### config.mk
export PLATFORM = sky130hd
export DESIGN_NAME = crank_cam_gen
export DESIGN_NICKNAME = d
export VERILOG_FILES = /design/src/rtl/crank_cam_gen.sv
export SDC_FILE = /design/constraint.sdc
export NUM_CORES = 1
export LEC_CHECK = 0
export ABC_AREA = 1
export BUFFER_PORTS_ARGS = -buffer_cell sky130_fd_sc_hd__buf_4
export CAP_MARGIN = 10
export CORE_MARGIN = 1
export CORE_UTILIZATION = 55
export DETAILED_ROUTE_END_ITERATION = 8
export GPL_TIMING_DRIVEN = 0
export MAX_ROUTING_LAYER = met4
export PLACE_DENSITY = 0.8
export SYNTH_ARGS = -nofsm -noshare
export SYNTH_HDL_FRONTEND = slang
export SYNTH_SLANG_ARGS = --single-unit
### constraint.sdc
create_clock -name clk -period 3.35 [get_ports clk]
set_input_delay 1.005 -clock clk [delete_from_list [all_inputs] [get_ports clk]]
set_output_delay 1.005 -clock clk [all_outputs]
set_load 0.02 [all_outputs]
### src/rtl/crank_cam_gen.sv
// 60-2 style crank tooth (vr) and cam phase generator. Tooth period is
// runtime-programmable with an optional signed per-tooth ramp.
module crank_cam_gen #(
  parameter int unsigned TEETH      = 58,
  parameter int unsigned MISSING    = 2,
  parameter int unsigned PERIOD_W   = 16,
  parameter int unsigned MIN_PERIOD = 4,
  parameter int unsigned DEF_PERIOD = 64
) (
  input  logic                clk,
  input  logic                rst,
  input  logic                en,
  input  logic [PERIOD_W-1:0] period,
  input  logic                period_ld,
  input  logic [7:0]          period_step,
  input  logic [5:0]          cam_on,
  input  logic [5:0]          cam_off,
  output logic                vr,
  output logic                cam,
  output logic [5:0]          tooth_idx,
  output logic                cam_phase,
  output logic                rev_stb
);

  localparam int unsigned CntW = PERIOD_W + 2;
  localparam logic [5:0] LastIdx = 6'(TEETH - 1);
  localparam logic signed [CntW-1:0] MinS = CntW'(MIN_PERIOD);
  localparam logic signed [CntW-1:0] MaxS = CntW'((1 << PERIOD_W) - 1);

  logic [CntW-1:0]     cnt_q, cnt_d;
  logic [5:0]          tooth_q, tooth_d;
  logic [PERIOD_W-1:0] cur_period_q, cur_period_d;
  logic                ld_pend_q, ld_pend_d;
  logic                vr_q, vr_d;
  logic                cam_q, cam_d;
  logic                phase_q, phase_d;
  logic                rev_q, rev_d;

  logic [CntW-1:0]        len, half;
  logic                   slot_end, last_tooth;
  logic signed [CntW-1:0] ramp_sum;
  logic [PERIOD_W-1:0]    ramp_val, load_val;

  always_comb begin
    last_tooth = (tooth_q == LastIdx);
    // The last real tooth's slot also spans the missing-tooth gap.
    len = last_tooth ? CntW'(cur_period_q) * CntW'(MISSING + 1) : CntW'(cur_period_q);
    half     = len >> 1;
    slot_end = (cnt_q == len - CntW'(1));

    // Two extra bits keep the sum from wrapping near the top of the range.
    ramp_sum = $signed({2'b00, cur_period_q}) + CntW'($signed(period_step));
    if (ramp_sum < MinS)      ramp_val = PERIOD_W'(MIN_PERIOD);
    else if (ramp_sum > MaxS) ramp_val = PERIOD_W'(MaxS);
    else                      ramp_val = PERIOD_W'(ramp_sum);
    load_val = (period < PERIOD_W'(MIN_PERIOD)) ? PERIOD_W'(MIN_PERIOD) : period;
  end

  always_comb begin
    cnt_d        = cnt_q;
    tooth_d      = tooth_q;
    cur_period_d = cur_period_q;
    ld_pend_d    = ld_pend_q | period_ld;
    vr_d         = vr_q;
    cam_d        = cam_q;
    phase_d      = phase_q;
    rev_d        = 1'b0;
    if (en) begin
      if (slot_end) begin
        cnt_d = '0;
        vr_d  = 1'b0;
        if (last_tooth) begin
          tooth_d = '0;
          phase_d = ~phase_q;
          rev_d   = 1'b1;
        end else begin
          tooth_d = tooth_q + 6'd1;
        end
        if (ld_pend_q) begin
          cur_period_d = load_val;
          // A load arriving in this same cycle stays pending for the next slot.
          ld_pend_d    = period_ld;
        end else begin
          cur_period_d = ramp_val;
        end
        if (phase_d) begin
          if (tooth_d == cam_off)     cam_d = 1'b0;
          else if (tooth_d == cam_on) cam_d = 1'b1;
        end
      end else begin
        cnt_d = cnt_q + CntW'(1);
        vr_d  = (cnt_q + CntW'(1)) >= half;
      end
    end
  end

  always_ff @(posedge clk or posedge rst) begin
    if (rst) begin
      cnt_q        <= '0;
      tooth_q      <= '0;
      cur_period_q <= PERIOD_W'(DEF_PERIOD);
      ld_pend_q    <= 1'b0;
      vr_q         <= 1'b0;
      cam_q        <= 1'b0;
      phase_q      <= 1'b0;
      rev_q        <= 1'b0;
    end else begin
      cnt_q        <= cnt_d;
      tooth_q      <= tooth_d;
      cur_period_q <= cur_period_d;
      ld_pend_q    <= ld_pend_d;
      vr_q         <= vr_d;
      cam_q        <= cam_d;
      phase_q      <= phase_d;
      rev_q        <= rev_d;
    end
  end

  assign vr        = vr_q;
  assign cam       = cam_q;
  assign tooth_idx = tooth_q;
  assign cam_phase = phase_q;
  assign rev_stb   = rev_q;

endmodule

==> summary.md, run 1 <==
| Metric | Value |
|---|---|
| GRT Residual Overflow | 0 |
| Grt peak-use layer | met2 |
| DR vias | 6734 |
| Total negative slack | -0.4668 ns |
| WL per Instance | 14.04 µm |
| Worst Hold End | vr$_DFFE_PP0P_ |
| Register area share after synthesis | 18.53% |
| # fillers | 963 |
| Number of DRC markers in iteration 0 | 386 |
| Core ar. | 10790 µm² |
| CTS clk-pin slew, worst paths | 0.09 ns |
| Dominant cell type by area after synthesis | nand2_1 |
| Failing checks | negative setup slack |
| Fin cells | 1246 |
| Period Utilization, post-route | 102.2% |
| Root Driver | clkbuf_8 |
| EDFF count, synth | 0 |
| Met1 Usage GRT | 39.00% |
| Crit-path slowest cell | dfrtp_2 |
| Deepest clock path buffer count | 2 |
| Die footprint | 11490 µm² |
| CP top delay family | simple AND/OR/NAND/NOR gates |
| Most common cell in the synthesized netlist | nand2_1 |
| Vias in the first global route | 6023 |
| Drt drc | 0 |
| Die width | 107.2 µm |
| Largest stage delay, worst path | 0.43 ns |
| Post-Layout Inst Area | 7600 µm² |
| Cell repeated most along the worst path | nand2_1 |
| Final setup fails | 18 |
| CTS tree | yes |
| Most area-consuming cells after synthesis | nand2_1 19%, dfrtp_1 18%, ha_1 11% |
| Outcome | complete, but fails checks |
| Pre-antenna DRT Iters | 5 |
| Fin. max-slew vios | 0 |
| Leak Pwr | 4.006 nW |
| Largest net degree at the start of global routing | 30 |
| Crit path time final | 3.425 ns |
| Max_cap viols | 0 |
| Setup ws final | -0.07510 ns |
| Number of nets with antenna violations after routing | 0 |
| IO Count | 50 |
| Ys async rst share | 100.0% |
| Final GP Congestion | 0.9659 |
| Crit path DAT | 3.63 ns |
| Syn_nets | 1107 |
| Tot Pwr | 2.240 mW |
| Peak Freq | 292.0 MHz |
| Nets@finish | 1201 |
| Startpoint Class | flop |
| Post-synthesis instance area | 6085 µm² |
| Ys flop type | dfrtp_1 |
| Synth Instances | 1011 |
| Yosys warns | 0 |
| Num CTS Buffers | 5 |
| PD cells | 294.7 nW/µm² |
| Crit path kind | flop to flop |
| Worst r2r src | cur_period_q[1]$_DFFE_PP0P_ |
| Num rows | 38 |
| FF-to-FF setup slack | -0.08 ns |
| HP Class | flop to flop |
| GRT Resource Usage Total | 31.06% |
| Maximum VDD drop | 0.2267 mV |
| Final-report hold violation count | 0 |
| Met3 usage | 3.587% |
| Hold_buf cts | 0 |
| Clk_lat worst skew | 0.31 ns |
| Dpl cell area | 6666 µm² |
| IO buf count | 49 |
| Worst Path Max Fanout | 6 |
| Initial antenna violation count | 0 |
| Synthesized area per cell | 6.018 µm² |
| Slew headroom | 54.52% |
| Die Ht | 107.2 µm |
| Area share of the largest cell type after synthesis | 19.19% |
| Synth cell count leaders | 311 x nand2_1, 135 x inv_1, 112 x nand3_1, 110 x nor2_1, 54 x ha_1 |
| Seq cells post-synth | 45 |
| R2r worst-path depth | 27 |
| Diode count | 0 |
| Unrepaired setup endpoints after global routing | yes |
| Critical path endpoint category | flop |
| Avg Vias per Cell | 5.404 |
| Layout area overhead | 24.90% |
| Final core occ | 70.42% |
| Share of layout cells above drive strength 1 | 22.51% |
| Area occupied by multi-input gates | 4780 µm² |
| Clk_skew | 0.006921 ns |
| Hold wc startpoint | vr$_DFFE_PP0P_ |
| Reg-to-Reg End | cur_period_q[12]$_DFFE_PP0P_ |
| Grt met2 use | 52.95% |
| Reg area | 1135 µm² |
| Starting Density | 56.38% |
| Routed wire length | 17.49 mm |
| Placed Cells | 1201 |
| CP required | 3.56 ns |
| WHS Path Cells | 1 |
| CTS Sinks | 45 |
| DP Wirelength | 13.46 mm |
| Worst-margin pin slew | 0.6751 ns |
| Unique masters post-synth | 45 |
| Crit path buf inv count | 5 |
| CTS H-Tree Depth | 2 |
| First-pass GRT wire length | 27.57 mm |
==> where the power goes <==
| group | internal [mW] | switching [mW] | leakage [nW] |
|---|---|---|---|
| clock network | 0.169 | 0.197 | 0.0455 |
| registers | 0.612 | 0.0822 | 0.543 |
| logic | 0.471 | 0.708 | 3.42 |
==> layout make-up <==
| type | count | share of cell area, % |
|---|---|---|
| clock buffer | 8 | 1.185 |
| tap | 140 | 2.305 |
| sequential | 45 | 14.93 |
| buffer | 20 | 2.354 |
| timing repair buffer | 87 | 9.253 |
| multi-input combinational | 806 | 62.89 |
| inverter | 140 | 7.079 |
==> worst max path at each step <==
| stage | startpoint | to | slack [ns] | cells past startpoint |
|---|---|---|---|---|
| 2_1_floorplan | period_step[0] | cur_period_q[0]$_DFFE_PP0P_ | 0.01 | 17 |
| 3_3_place_gp | period_step[0] | cur_period_q[14]$_DFFE_PP0P_ | -0.59 | 18 |
| 3_5_place_dp | period_step[0] | cur_period_q[4]$_DFFE_PP0P_ | -0.62 | 18 |
| 4_1_cts | period_step[0] | cur_period_q[4]$_DFFE_PP0P_ | 0.0004 | 18 |
| 5_1_grt | cur_period_q[1]$_DFFE_PP0P_ | cur_period_q[1]$_DFFE_PP0P_ | -0.22 | 25 |
| 6_report | cur_period_q[1]$_DFFE_PP0P_ | cur_period_q[12]$_DFFE_PP0P_ | -0.08 | 27 |
==> state kept, by name, indices dropped and copies added (netlist names) <==
register      count
cnt_q            18
vr                1
cam               1
rev_stb           1
tooth_idx         6
cam_phase         1
ld_pend_q         1
cur_period_q     16
==> kinds of logic (layout without fill, tap and decap cells) <==
kind of cell	count (synthesis)	in the layout	share of synthesized area, %
xor gates and xnor gates	44	44	6.334
adders and majority gates	56	56	11.76
and+or+nand+nor	599	599	42.83
AOI/OAI and AO/OA	107	107	9.829
DFF	45	45	18.53
buffers and inverters	160	255	10.71
==> worst reg2reg max path, cell delays in order, from the launching register on <==
cell and delay [ns]:
dfrtp_2 0.43, ha_4 0.16, inv_2 0.04, fa_2 0.39, inv_2 0.10, nand3_2 0.10
nand2_2 0.09, nand2_1 0.06, nand2_1 0.09, nand2_1 0.08, nand3_1 0.08, nand2_2 0.11
nand2_4 0.11, inv_1 0.06, nand2_2 0.09, nand2_1 0.05, nand2_1 0.06, nand3_2 0.10
nor2_2 0.14, nand2_1 0.07, nor2_2 0.10, nand3_2 0.11, nor2_4 0.11, buf_12 0.15
buf_6 0.13, nand2_1 0.08, nor2_2 0.15, nor2_1 0.07
==> what timing repair did <==
action,in CTS,in global routing
gates resized for setup,31,120
setup endpoints to repair,45,45
buffers inserted,16,19
pin swaps,9,37
cloned,1,1
==> layer usage <==
layer | up-vias | routed length (µm)
li1 | 3434 | -
met1 | 3075 | 8031
met2 | 201 | 8279
met3 | 24 | 843
met4 | 0 | 337
met5 | - | 0
==> layout by cell type (no fill, tap or decap), types with 3 or more instances in the layout <==
master,netlist,layout
nand2_1,311,277
inv_1,135,129
nand3_1,112,102
nor2_1,110,95
buf_4,4,86
ha_1,54,45
dfrtp_1,44,38
nand2_2,9,36
o21ai_0,40,34
a21oi_1,36,31
xor2_1,28,27
nor2_2,9,18
xnor2_1,16,16
nand3_2,7,15
nor2_4,4,10
inv_2,4,9
nand4_1,9,9
nor3_1,10,9
nand2_4,1,8
o21ai_1,9,8
ha_4,0,8
clkbuf_1,7,7
nor4_1,7,7
buf_6,4,6
o21ai_2,0,6
clkbuf_8,0,6
dfrtp_2,0,6
a21o_1,4,4
buf_12,0,4
nand3b_1,3,3
a21oi_4,0,3
a21oi_2,1,3
o21bai_1,3,3
or2_2,3,3
==> per-stage QoR <==
step	hold WS [ns]	setup WS (ns)
floorplan	0.5463	0.009776
global placement	0.5015	-0.5912
detailed placement	0.4987	-0.6230
CTS	0.5232	0.0003695
global route	0.5265	-0.2169
finish	0.5175	-0.07510
(Power assumes the default switching activity.)
==> run 2: changes to the inputs <==
Settings changed: CAP_MARGIN 10 to 0, PLACE_DENSITY 0.8 to 0.74.
==> run 2 against run 1 <==
Against the previous run: the flow still finishes with violations (negative setup slack); clock power fell by 9.6%; non-clock buffer count up 2; routed wire length is 1.1% higher; final cell count stayed put; largest power group unchanged.
==> summary.md, run 2 (synthesis results as in run 1) <==
| Metric | Value |
|---|---|
| HP Class | flop to flop |
| Initial antenna violation count | 0 (unchanged) |
| CTS H-Tree Depth | 2 (unchanged) |
| R2r worst-path depth | 20 (-26%) |
| Worst Path Max Fanout | 10 (+4) |
| Dpl cell area | 6666 µm² (unchanged) |
| Largest net degree at the start of global routing | 29 (-3.3%) |
| IO Count | 50 (unchanged) |
| Number of nets with antenna violations after routing | 0 (unchanged) |
| Crit path time final | 3.362 ns (-0.06296 ns) |
| Deepest clock path buffer count | 2 (unchanged) |
| CTS clk-pin slew, worst paths | 0.08 ns (about the same) |
| Post-Layout Inst Area | 7565 µm² (-0.46%) |
| Failing checks | negative setup slack |
| Core ar. | 10790 µm² (unchanged) |
| Total negative slack | -0.01214 ns (+0.4546 ns) |
| Clk_skew | 0.008614 ns (+0.001693 ns) |
| Routed wire length | 17.69 mm (+1.1%) |
| Share of layout cells above drive strength 1 | 21.70% (-0.81 points) |
| Setup ws final | -0.01214 ns (+0.06296 ns) |
| Crit path DAT | 3.57 ns (-0.06 ns) |
| Fin. max-slew vios | 0 (unchanged) |
| Num rows | 38 (unchanged) |
| Final core occ | 70.09% (-0.32 points) |
| Die Ht | 107.2 µm (unchanged) |
| Crit path kind | input pin to flop |
| Root Driver | clkbuf_8 |
| Clk_lat worst skew | 0.32 ns (about the same) |
| Unrepaired setup endpoints after global routing | yes |
| Hold slack | 0.5326 ns (+0.01509 ns) |
| IO buf count | 49 (unchanged) |
| Max_cap viols | 0 (unchanged) |
| Peak Freq | 297.4 MHz (+1.9%) |
| Critical path endpoint category | flop |
| Final GP Congestion | 0.9139 (-5.4%) |
| Number of DRC markers in iteration 0 | 421 (+9.1%) |
| DR vias | 6628 (-1.6%) |
| Final setup fails | 1 (-17) |
| Diode count | 0 (unchanged) |
| Final-report hold violation count | 0 (unchanged) |
| CP required | 3.56 ns (about the same) |
| Leak Pwr | 4.005 nW (about the same) |
| Slew headroom | 59.23% (+4.7 points) |
| Largest register FFs | 18 (unchanged) |
| Outcome | complete, but fails checks |
| Die footprint | 11490 µm² (unchanged) |
| Startpoint Class | input pin |
| CTS tree | yes |
| DP Wirelength | 13.75 mm (+2.2%) |
| Num CTS Buffers | 5 (unchanged) |
| Drt drc | 0 (unchanged) |
| WL per Instance | 14.20 µm (+1.1%) |
| Pre-antenna DRT Iters | 5 (unchanged) |
| Most frequent cells in the layout | 289 x nand2_1, 129 x inv_1, 103 x nand3_1, 96 x nor2_1, 85 x buf_4 |
| Layout area overhead | 24.33% |
| Vias in the first global route | 6309 (+4.7%) |
| Leading cell type in the layout, fill and taps excluded | nand2_1 |
| Reg with most FFs | cnt_q |
| Maximum VDD drop | 0.2755 mV (+22%) |
| GRT Residual Overflow | 0 (unchanged) |
| Die width | 107.2 µm (unchanged) |
| WHS Path Cells | 1 (unchanged) |
| GRT Resource Usage Total | 33.38% (+2.3 points) |
| Worst-margin pin slew | 0.6052 ns (-0.06993 ns) |
| Starting Density | 56.38% (unchanged) |
| Period Utilization, post-route | 100.4% (-1.9 points) |
| Tot Pwr | 2.198 mW (-1.8%) |
| CTS Sinks | 45 (unchanged) |
| Hold_buf cts | 0 (unchanged) |
| PD cells | 290.6 nW/µm² (-1.4%) |
| Nets@finish | 1203 (+0.17%) |
| First-pass GRT wire length | 29.48 mm (+6.9%) |
| Avg Vias per Cell | 5.319 (-1.6%) |
-- run 2: changes by cell type in the layout (fill, tap and decap cells not counted), sizes merged --
cell    previous run  this run
clkbuf            15        12
buf              100       102
inv              138       139
-- run 2: per-layer routing --
| layer | global-route usage, % | up-vias | part of all wire [%] |
|---|---|---|---|
| li1 | - | 3434 | - |
| met1 | 42.70 | 2998 | 47 |
| met2 | 54.61 | 170 | 46 |
| met3 | 5.228 | 26 | 4.9 |
| met4 | 9.393 | 0 | 2.1 |
| met5 | - | - | 0 |
-- run 2: worst max-delay path: stages --
cell,delay (ns)
buf_4,0.11
ha_2,0.23
fa_2,0.36
nand3_1,0.09
nand2_1,0.12
a21oi_4,0.20
buf_4,0.17
xnor2_1,0.09
nor3b_1,0.23
nand3b_1,0.19
nor2_1,0.14
nand3_1,0.13
nand3_4,0.13
buf_8,0.15
nor2_1,0.05
nor2_1,0.11
nor2_1,0.07
-- run 2: worst paths after layout --
kind | from | to | slack (ns)
max reg2reg | cur_period_q[0]$_DFFE_PP0P_ | cur_period_q[10]$_DFFE_PP0P_ | 0.05
min in group asynchronous | rst | cnt_q[16]$_DFFE_PP0P_ | 0.68
max in group asynchronous | rst | cur_period_q[6]$_DFFE_PP1P_ | 2.09
min | vr$_DFFE_PP0P_ | vr$_DFFE_PP0P_ | 0.53
max | period_step[0] | cur_period_q[7]$_DFFE_PP0P_ | -0.01
min reg2reg | vr$_DFFE_PP0P_ | vr$_DFFE_PP0P_ | 0.53
-- run 2: layout make-up --
type	count	area, µm²
multi-input cells	806	4773
fillers	977	3228
flip-flops and latches	45	1137
repair buffers	89	704.4
inverters	140	530.5
well taps	140	175.2
plain buffers	20	170.2
clock buffers	5	68.82
clock inverters	1	5.005
-- run 2: per-stage QoR --
stage / setup WS, ns / cells
6_report: -0.01214 / 1246
5_1_grt: -0.1633 / 1246
4_1_cts: 0.002873 / 1230
3_5_place_dp: -0.6443 / 1201
3_3_place_gp: -0.6067 / 1200
2_1_floorplan: 0.009776 / 1011
-- run 2: repair_timing --
action,in CTS,in global routing
setup buffers,22,16
pin swaps,18,40
cloned,1,0
endpoints found under the setup margin,45,45
resized for setup,57,80
-- run 2: power by group --
part           switching, mW  internal [mW]
clock network          0.194          0.138
logic                  0.701          0.472
registers             0.0810          0.612
==> run 3: changes to the inputs <==
Settings changed: CORE_ASPECT_RATIO from default to 1.5, SLEW_MARGIN from default to 5.
==> run 3 against run 2 <==
Against the previous run: the flow still finishes with violations (negative setup slack); die area is essentially flat; count of clock-buffer cells in the layout grew 2; sequential share of layout area decreased by 0.65 points; sequential cell count unchanged; worst setup slack lost 0.043 ns; non-clock buffer count rose by 12; clock power rose by 55%; critical path depth grew 1; clock skew fell by 0.0064 ns; utilization increased by 4.0 points; fmax shrank 1.3%; critical path type unchanged; highest routed layer unchanged.
==> summary.md, run 3 (synthesis results as in run 1) <==
| Metric | Value |
|---|---|
| HP Class | flop to flop |
| Crit path kind | input pin to flop |
| DR vias | 6909 (+4.2%) |
| Clk_lat worst skew | 0.29 ns (-0.03 ns) |
| Post-Layout Inst Area | 7890 µm² (+4.3%) |
| Nets@finish | 1215 (+1.0%) |
| Largest stage delay, worst path | 0.35 ns (about the same) |
| Final setup fails | 17 (+16) |
| Worst Path Max Fanout | 10 (unchanged) |
| FF-to-FF setup slack | -0.05 ns (-0.10 ns) |
| Root Driver | clkbuf_16 |
| Layout area overhead | 29.67% |
| Die Ht | 130.8 µm (+22%) |
| WL per Instance | 15.23 µm (+7.3%) |
| GRT Resource Usage Total | 33.31% (-0.071 points) |
| Fin cells | 1263 (+1.4%) |
| Hold slack | 0.5185 ns (-0.01404 ns) |
| Diode count | 0 (unchanged) |
| DP Wirelength | 14.02 mm (+1.9%) |
| Post-Place Worst Slack | -0.7452 ns (-0.1010 ns) |
| Leak Pwr | 4.125 nW (+3.0%) |
| Max_cap viols | 0 (unchanged) |
| Core ar. | 10650 µm² (-1.3%) |
| Critical Path Start | period_step[0] |
| Reg area | 1135 µm² (-0.22%) |
| Initial antenna violation count | 0 (unchanged) |
| Final GP Congestion | 0.9209 (+0.77%) |
| Deepest clock path buffer count | 2 (unchanged) |
| CTS H-Tree Depth | 2 (unchanged) |
| Share of layout cells above drive strength 1 | 24.49% (+2.8 points) |
| PD cells | 311.5 nW/µm² (+7.2%) |
| Starting Density | 57.14% (+0.77 points) |
| Crit path time final | 3.406 ns (+0.04338 ns) |
| Die footprint | 11500 µm² (about the same) |
| Critical path endpoint category | flop |
| Crit-path slowest cell | fa_2 |
| Maximum VDD drop | 0.2198 mV (-20%) |
| CP top delay family | simple AND/OR/NAND/NOR gates |
| Peak Freq | 293.6 MHz (-1.3%) |
| Pre-antenna DRT Iters | 6 (+1) |
| Startpoint Class | input pin |
| Crit path DAT | 3.59 ns (+0.02 ns) |
| Crit path buf inv count | 2 (-1) |
| CTS Sinks | 45 (unchanged) |
| CTS tree | yes |
| IO buf count | 49 (unchanged) |
| Fin. max-slew vios | 0 (unchanged) |
| Num rows | 46 (+21%) |
| Placed Cells | 1205 (+0.33%) |
| CTS clk-pin slew, worst paths | 0.06 ns (-0.02 ns) |
| Reg with most FFs | cnt_q |
| First-pass GRT wire length | 29.00 mm (-1.6%) |
| Cell repeated most along the worst path | nor2_1 |
| Unrepaired setup endpoints after global routing | yes |
| Failing checks | negative setup slack |
| Worst r2r src | cur_period_q[0]$_DFFE_PP0P_ |
| Most frequent cells in the layout | 273 x nand2_1, 129 x inv_1, 97 x nor2_1, 96 x nand3_1, 95 x buf_4 |
| Clk_skew | 0.002232 ns (-0.006382 ns) |
| Die width | 87.88 µm (-18%) |
| IO Count | 50 (unchanged) |
| Num CTS Buffers | 5 (unchanged) |
| Hold wc startpoint | vr$_DFFE_PP0P_ |
| Dpl cell area | 6671 µm² (about the same) |
| Leading cell type in the layout, fill and taps excluded | nand2_1 |
| Largest register FFs | 18 (unchanged) |
| # fillers | 876 (-10%) |
| Worst-margin pin slew | 0.5663 ns (-0.03890 ns) |
| Vias in the first global route | 6325 (+0.25%) |
| Number of nets with antenna violations after routing | 0 (unchanged) |
| Crit-path cells | buf_4 > ha_4 > fa_2 > nand3_1 > nand2_1 > a21oi_4 > o21ai_2 > a21boi_2 > o21ai_0 > xnor2_1 > nand2_1 > nor2_1 > nand3_1 > nand3_2 > clkbuf_8 > nor2_1 > nor2_1 > nor2_1 |
| Setup ws final | -0.05552 ns (-0.04338 ns) |
| Slew headroom | 61.85% (+2.6 points) |
| Largest net degree at the start of global routing | 27 (-6.9%) |
| CP required | 3.54 ns (-0.02 ns) |
| Avg Vias per Cell | 5.470 (+2.8%) |
| Drt drc | 0 (unchanged) |
| GRT Residual Overflow | 0 (unchanged) |
| Area occupied by multi-input gates | 4875 µm² (+2.1%) |
| Number of DRC markers in iteration 0 | 444 (+5.5%) |
| Final-report hold violation count | 0 (unchanged) |
| Period Utilization, post-route | 101.7% (+1.3 points) |
| Routed wire length | 19.24 mm (+8.7%) |
| Outcome | complete, but fails checks |
| Tot Pwr | 2.458 mW (+12%) |
## run 3: changes by cell type in the layout (fill, tap and decap cells not counted), sizes merged
cell | previous run | this run
clkbuf | 12 | 15
clkinvlp | 0 | 1
inv | 139 | 138
clkinv | 2 | 1
buf | 102 | 113
## run 3: final cells by class
type                            count  area share (%)
Buffer                             19           2.030
Clock buffer                        7           1.808
Inverter                          140           6.898
Multi-Input combinational cell    806           61.78
Sequential cell                    45           14.38
Tap cell                          144           2.284
Timing Repair Buffer              102           10.82
## run 3: what timing repair did
item | in CTS | in global routing
resized for setup | 65 | 97
endpoints found under the hold margin | 0 | 0
buffers inserted | 32 | 19
pin swaps | 25 | 50
gates cloned | 2 | 1
setup endpoints to repair | 45 | 45
hold buffers | 0 | 0
## run 3: per-layer routing
layer	global-route usage [%]	share of wire, %	up-vias
li1	-	-	3460
met3	2.387	2.4	68
met5	-	0	-
met2	62.88	54	191
met1	34.47	39	3190
met4	15.33	4.5	0
## run 3: power by group
part,switching (mW),internal (mW),leakage [nW]
logic,0.745,0.501,3.51
clock network,0.219,0.294,0.0700
registers,0.0869,0.613,0.543
## run 3: worst paths after layout
path | end | depth (start not counted)
setup / recovery | cur_period_q[0]$_DFFE_PP0P_ | 18
hold / removal | vr$_DFFE_PP0P_ | 1
setup reg to reg | cur_period_q[12]$_DFFE_PP0P_ | 24
hold reg to reg | vr$_DFFE_PP0P_ | 1
max in group asynchronous | cur_period_q[6]$_DFFE_PP1P_ | 3
min in group asynchronous | vr$_DFFE_PP0P_ | 2
## run 3: stage by stage
stage / TNS [ns] / utilization, %
floorplan: 0 / -
global placement: -16.50 / 62.47
detailed placement: -17.44 / 62.66
CTS: 0 / 68.93
global route: -6.767 / 74.10
finish: -0.4927 / 74.10
